==> src/rtl/sys_priv_pkg.sv <==
// Shared constants and types for the system privilege controller.
package sys_priv_pkg;

    localparam int LEVEL_SYS = 0;

    typedef enum logic [1:0] {
        FAULT_NONE = 2'd0,
        FAULT_OVF  = 2'd1,
        FAULT_UNF  = 2'd2,
        FAULT_ILL  = 2'd3
    } fault_cause_e;

endpackage

==> src/rtl/sys_priv_lifo.sv <==
// Small LIFO holding the privilege levels interrupted by nested traps.
module sys_priv_lifo #(
    parameter int WIDTH = 2,
    parameter int DEPTH = 4
) (
    input  logic                       clk,
    input  logic                       rst,
    input  logic                       push_i,
    input  logic                       pop_i,
    input  logic [WIDTH-1:0]           data_i,
    output logic [WIDTH-1:0]           top_o,
    output logic [$clog2(DEPTH+1)-1:0] count_o,
    output logic                       full_o,
    output logic                       empty_o
);

    localparam int CNT_W = $clog2(DEPTH+1);
    localparam int IDX_W = (DEPTH > 1) ? $clog2(DEPTH) : 1;
    localparam int MEM_N = 2 ** IDX_W;

    logic [WIDTH-1:0] mem_q [MEM_N];
    logic [CNT_W-1:0] count_q, count_d;
    logic [CNT_W-1:0] top_idx;
    logic [IDX_W-1:0] wr_idx, rd_idx;

    assign full_o  = (count_q == CNT_W'(DEPTH));
    assign empty_o = (count_q == '0);
    assign count_o = count_q;
    assign top_idx = count_q - CNT_W'(1);
    assign wr_idx  = count_q[IDX_W-1:0];
    assign rd_idx  = top_idx[IDX_W-1:0];
    assign top_o   = empty_o ? '0 : mem_q[rd_idx];

    // Push has precedence; the caller never requests both in one cycle.
    always_comb begin
        count_d = count_q;
        if (push_i && !full_o) begin
            count_d = count_q + CNT_W'(1);
        end else if (pop_i && !empty_o) begin
            count_d = count_q - CNT_W'(1);
        end
    end

    always_ff @(posedge clk or posedge rst) begin
        if (rst) begin
            count_q <= '0;
        end else begin
            count_q <= count_d;
        end
    end

    // Storage is not reset: only the count defines which entries are live.
    always_ff @(posedge clk) begin
        if (push_i && !full_o) begin
            mem_q[wr_idx] <= data_i;
        end
    end

endmodule

==> src/rtl/sys_priv_stack.sv <==
// Privilege register with trap entry/return arbitration and fault reporting.
module sys_priv_stack
    import sys_priv_pkg::*;
#(
    parameter int LEVEL_W = 2,
    parameter int DEPTH   = 4
) (
    input  logic                       clk,
    input  logic                       rst,
    input  logic                       priv_we,
    input  logic [LEVEL_W-1:0]         priv_level,
    input  logic                       to_sys,
    input  logic                       sys_ret,
    output logic [LEVEL_W-1:0]         privilage,
    output logic                       is_sys,
    output logic [$clog2(DEPTH+1)-1:0] depth,
    output logic                       stack_full,
    output logic                       stack_empty,
    output logic                       fault,
    output logic [1:0]                 fault_cause
);

    localparam int CNT_W = $clog2(DEPTH+1);

    logic [LEVEL_W-1:0] priv_q, priv_d, tos;
    logic               fault_q, fault_d;
    fault_cause_e       cause_q, cause_d;
    logic               push, pop, full, empty;
    logic [CNT_W-1:0]   cnt;

    sys_priv_lifo #(
        .WIDTH (LEVEL_W),
        .DEPTH (DEPTH)
    ) u_lifo (
        .clk     (clk),
        .rst     (rst),
        .push_i  (push),
        .pop_i   (pop),
        .data_i  (priv_q),
        .top_o   (tos),
        .count_o (cnt),
        .full_o  (full),
        .empty_o (empty)
    );

    // Trap entry beats return beats explicit write; losers are dropped quietly.
    always_comb begin
        priv_d  = priv_q;
        fault_d = 1'b0;
        cause_d = cause_q;
        push    = 1'b0;
        pop     = 1'b0;
        if (to_sys) begin
            priv_d = LEVEL_W'(LEVEL_SYS);
            if (full) begin
                fault_d = 1'b1;
                cause_d = FAULT_OVF;
            end else begin
                push = 1'b1;
            end
        end else if (sys_ret) begin
            if (empty) begin
                fault_d = 1'b1;
                cause_d = FAULT_UNF;
            end else begin
                pop    = 1'b1;
                priv_d = tos;
            end
        end else if (priv_we) begin
            if (priv_q == LEVEL_W'(LEVEL_SYS)) begin
                priv_d = priv_level;
            end else begin
                fault_d = 1'b1;
                cause_d = FAULT_ILL;
            end
        end
    end

    always_ff @(posedge clk or posedge rst) begin
        if (rst) begin
            priv_q  <= LEVEL_W'(LEVEL_SYS);
            fault_q <= 1'b0;
            cause_q <= FAULT_NONE;
        end else begin
            priv_q  <= priv_d;
            fault_q <= fault_d;
            cause_q <= cause_d;
        end
    end

    assign privilage   = priv_q;
    assign is_sys      = (priv_q == LEVEL_W'(LEVEL_SYS));
    assign depth       = cnt;
    assign stack_full  = full;
    assign stack_empty = empty;
    assign fault       = fault_q;
    assign fault_cause = cause_q;

endmodule

==> config.mk <==
export PLATFORM = sky130hd
export DESIGN_NAME = sys_priv_stack
export DESIGN_NICKNAME = d
export VERILOG_FILES = /design/src/rtl/sys_priv_pkg.sv /design/src/rtl/sys_priv_lifo.sv /design/src/rtl/sys_priv_stack.sv
export SDC_FILE = /design/constraint.sdc
export NUM_CORES = 1
export LEC_CHECK = 0
export ABC_AREA = 1
export ABC_CLOCK_PERIOD_IN_PS = 4500
export CORE_UTILIZATION = 50
export CTS_CLUSTER_DIAMETER = 120
export DETAILED_ROUTE_END_ITERATION = 6
export PLACE_DENSITY_LB_ADDON = 0.2
export SLEW_MARGIN = 20
export SYNTH_ARGS = -nofsm -noshare
export SYNTH_HDL_FRONTEND = slang
export SYNTH_SLANG_ARGS = --single-unit
==> constraint.sdc <==
create_clock -name clk -period 4.5 [get_ports clk]
set_input_delay 1.125 -clock clk [delete_from_list [all_inputs] [get_ports clk]]
set_output_delay 1.125 -clock clk [all_outputs]
set_load 0.01 [all_outputs]
==> results by group <==
Power
  • Pwr Density: ~620 nW/µm²
  • Leak pwr: roughly 0.54 nW
  • VDD IR max: around 0.00035 V

Timing
  • Maximum achievable frequency: 0.327 GHz
  • Fin crit period: approximately 3.1 ns
  • Period utilisation layout: between 60% and 70%
  • Worst slew margin relative to its limit: between 70 and 80%
  • Total Negative Setup Slacks: 0 ns
  • Tightest Pin Transition: 0.337 ns
  • Number of max-slew violations in the final report: 0
  • Final setup fails: 0
  • Setup repair after global routing missed its margin: no
  • Count of endpoints failing hold in the final timing report: 0
  • Clk_skew: between 0.007 and 0.008 ns

Drt
  • TritonRoute pass-1 iters: 4
  • Starting DRT DRC Count: 15
  • Avg Vias per Cell: just under 5
  • Wire length per cell after detailed routing: around 12 µm
  • Via Count: 752
  • Remaining antenna violation count after routing: 0
  • DRC Markers: 0
  • Routed wire length: 1790 µm

Critical path
  • CP Data Arrival Time: 1.94 ns
  • Required time reported for the critical path endpoint: 3.38 ns
  • Kind of critical path: reg2out
  • Top fanout value on the critical path: 9
  • Crit path capture type: primary output
  • Flop2flop setup slack: around 2.7 ns
  • Startpoint type of the worst setup path: flop

Logic synthesis
  • Average instance area after synthesis: 8.23 µm²
  • Simple-gate area share of the yosys netlist: 24.0%
  • Synth Net Count: around 120
  • Library cell with the largest summed area after synthesis: edfxtp_1
  • Share of the synthesized area in compound gates (AO/OA/AOI/OAI): 7.25%
  • Mux contribution to synthesized area: 0%
  • Fraction of synthesized cell area taken by the top area cell type: between 20 and 30%
  • Register area share after synthesis: around 49%
  • Most numerous cell in the Yosys netlist: nand2_1
  • Most common library cells after synthesis: nand2_1 (26), inv_1 (18), nor2_1 (14)
  • Top cells by area, synth: edfxtp_1 (27%), dfrtp_1 (22%), nand2_1 (11%)
  • Dominant synthesized flop cell: edfxtp_1
  • Post-synthesis share of cell area spent on full adders, half adders and majority gates: approximately 8.4%
  • Count of state elements after synthesis: 16
  • Share of flip-flops with an asynchronous set or reset after synthesis: between 50% and 60%
  • Number of enable-type register cells in the synthesized netlist: 8
  • Number of library cell types mapped by synthesis: 20
  • Number of standard cells after synthesis: roughly 110
  • Xor-xnor portion of the synthesized cell area: less than 1%
  • Number of warnings reported in the yosys synthesis log: 0
  • Netlist Area Pre-Place: about 900 µm²
  • Combinational family with the most area after synthesis: simple AND/OR/NAND/NOR gates

Placement
  • Gpl congestion: between 0.7 and 0.8
  • Post-DP Area: 1100 µm²
  • Detailed-placement wirelength estimate: between 1000 and 1500 µm
  • I/O Buffers: 17
  • Post-Place Cells: 150

Floorplan
  • I/O pin count: 18
  • Total Die Area: slightly below 2000 µm²
  • Die span in x: around 44 µm
  • Starting Density: approximately 56%
  • Standard cell core area: between 1500 and 2000 µm²
  • Height of the chip: between 40 and 50 µm
  • Row count: 14

GRT
  • Total global routing overflow: 0
  • First-pass GRT wire length: approximately 2900 µm
  • Total global-route track usage: between 20% and 30%
  • Initial antenna violation count: 0
  • Vias in the first global route: just over 700
  • Largest net degree at the start of global routing: 10

Clocking
  • Clock latency on the worst-skew pair: approximately 0.28 ns
  • CTS Buf Count: 3
  • CTS root buffer: clkbuf_4
  • Resized cells post-CTS: 0
  • Buffer depth of the longest clock path: 2
  • Number of H-tree branching levels: 1
  • # Post-CTS Setup Buffers: 0
  • Clk sinks: 16
  • Quantity of hold-fixing buffers added after cts: 0
  • TritonCTS clock tree: yes
  • Clock slew seen by the registers of the worst setup and hold paths: about 0.10 ns

Final layout
  • Summed area of non-filler cells in the final layout: about 1100 µm²
  • Proportion of layout cells with a drive suffix above 1: between 10% and 20%
  • Total Nets Final: around 140
  • Cell Count, Final, Fillers Out: approximately 150
  • Combined area of the multi-input logic cells: roughly 360 µm²
  • Reg area: about 440 µm²
  • Count of inserted antenna diode cells: 0
  • Number of fill cells: about 120
  • Area delta synth->final: 25.2%

Run status
  • Status: finished clean

Worst hold path
  • Worst min-delay path class: reg2reg

Run
  • Max Cap Violations: 0
final timing paths:
kind / from / endpoint / depth (start not counted)
worst max-delay path: u_lifo.count_o[0]$_DFFE_PP0P_ / stack_empty / 4
worst min register to register: fault_cause[1]$_DFFE_PP0P_ / fault_cause[1]$_DFFE_PP0P_ / 2
worst min-delay path: fault_cause[1]$_DFFE_PP0P_ / fault_cause[1]$_DFFE_PP0P_ / 2
min in group asynchronous: rst / u_lifo.count_o[0]$_DFFE_PP0P_ / 2
worst max register to register: u_lifo.count_o[0]$_DFFE_PP0P_ / u_lifo.mem_q[3][1]$_DFFE_PP_ / 7
max in group asynchronous: rst / privilage[0]$_DFFE_PP0P_ / 2
per-stage QoR:
step | hold WS (ns) | power, W | utilization (%) | setup slack (ns)
floorplan | 0.516 | 0.000469 | - | 2.29
global placement | 0.470 | 0.000607 | 68.8 | 1.80
detailed placement | 0.489 | 0.000617 | 68.8 | 1.77
CTS | 0.513 | 0.000698 | 70.5 | 1.43
global route | 0.548 | 0.000745 | 70.5 | 1.33
finish | 0.507 | 0.000694 | 70.5 | 1.44
layout make-up:
| type | instances | area share (%) |
|---|---|---|
| multi-input cells | 69 | 32.4 |
| well taps | 24 | 2.67 |
| clock inverters | 1 | 0.334 |
| repair buffers | 17 | 15.1 |
| flip-flops and latches | 16 | 39.2 |
| clock buffers | 3 | 2.00 |
| inverters | 24 | 8.24 |
report_power, final:
group	internal, W	switching [W]	total (W)
combinational	0.000162	0.000193	0.000355
clock	0.0000321	0.0000435	0.0000757
sequential	0.000214	0.0000494	0.000263
layout by cell type (no fill, tap or decap), drive strengths merged:
| cell | instances |
|---|---|
| nand2 | 27 |
| o21ai | 6 |
| a21oi | 5 |
| nand3 | 6 |
| clkinv | 1 |
| dfrtp | 8 |
| nand4 | 1 |
| clkdlybuf4s50 | 17 |
| ha | 6 |
| edfxtp | 8 |
| inv | 24 |
| nor2 | 16 |
| o22ai | 1 |
| xor2 | 1 |
| clkbuf | 3 |
flip-flops by register name, summed over array words and instances (netlist names):
| register | cells |
|---|---|
| fault | 1 |
| fault_cause | 2 |
| privilage | 2 |
| u_lifo.count_o | 3 |
| u_lifo.mem_q | 8 |
per-layer routing:
layer	track usage [%]	wire length (µm)
met5	0	0
met4	10.9	29
met3	3.67	62
met2	36.5	880
met1	23.4	820
logic make-up after synthesis:
group,Yosys count
DFF,16
buffers and inverters,24
adders and majority gates,6
and+or+nand+nor,50
AOI/OAI and AO/OA,12
xor gates and xnor gates,1
critical path, stage by stage, from the launching register on:
cell,delay (ns)
dfrtp_1,0.49
inv_2,0.16
ha_1,0.19
ha_1,0.24
clkdlybuf4s50_1,0.57
Power figures use the tool's default switching activity.
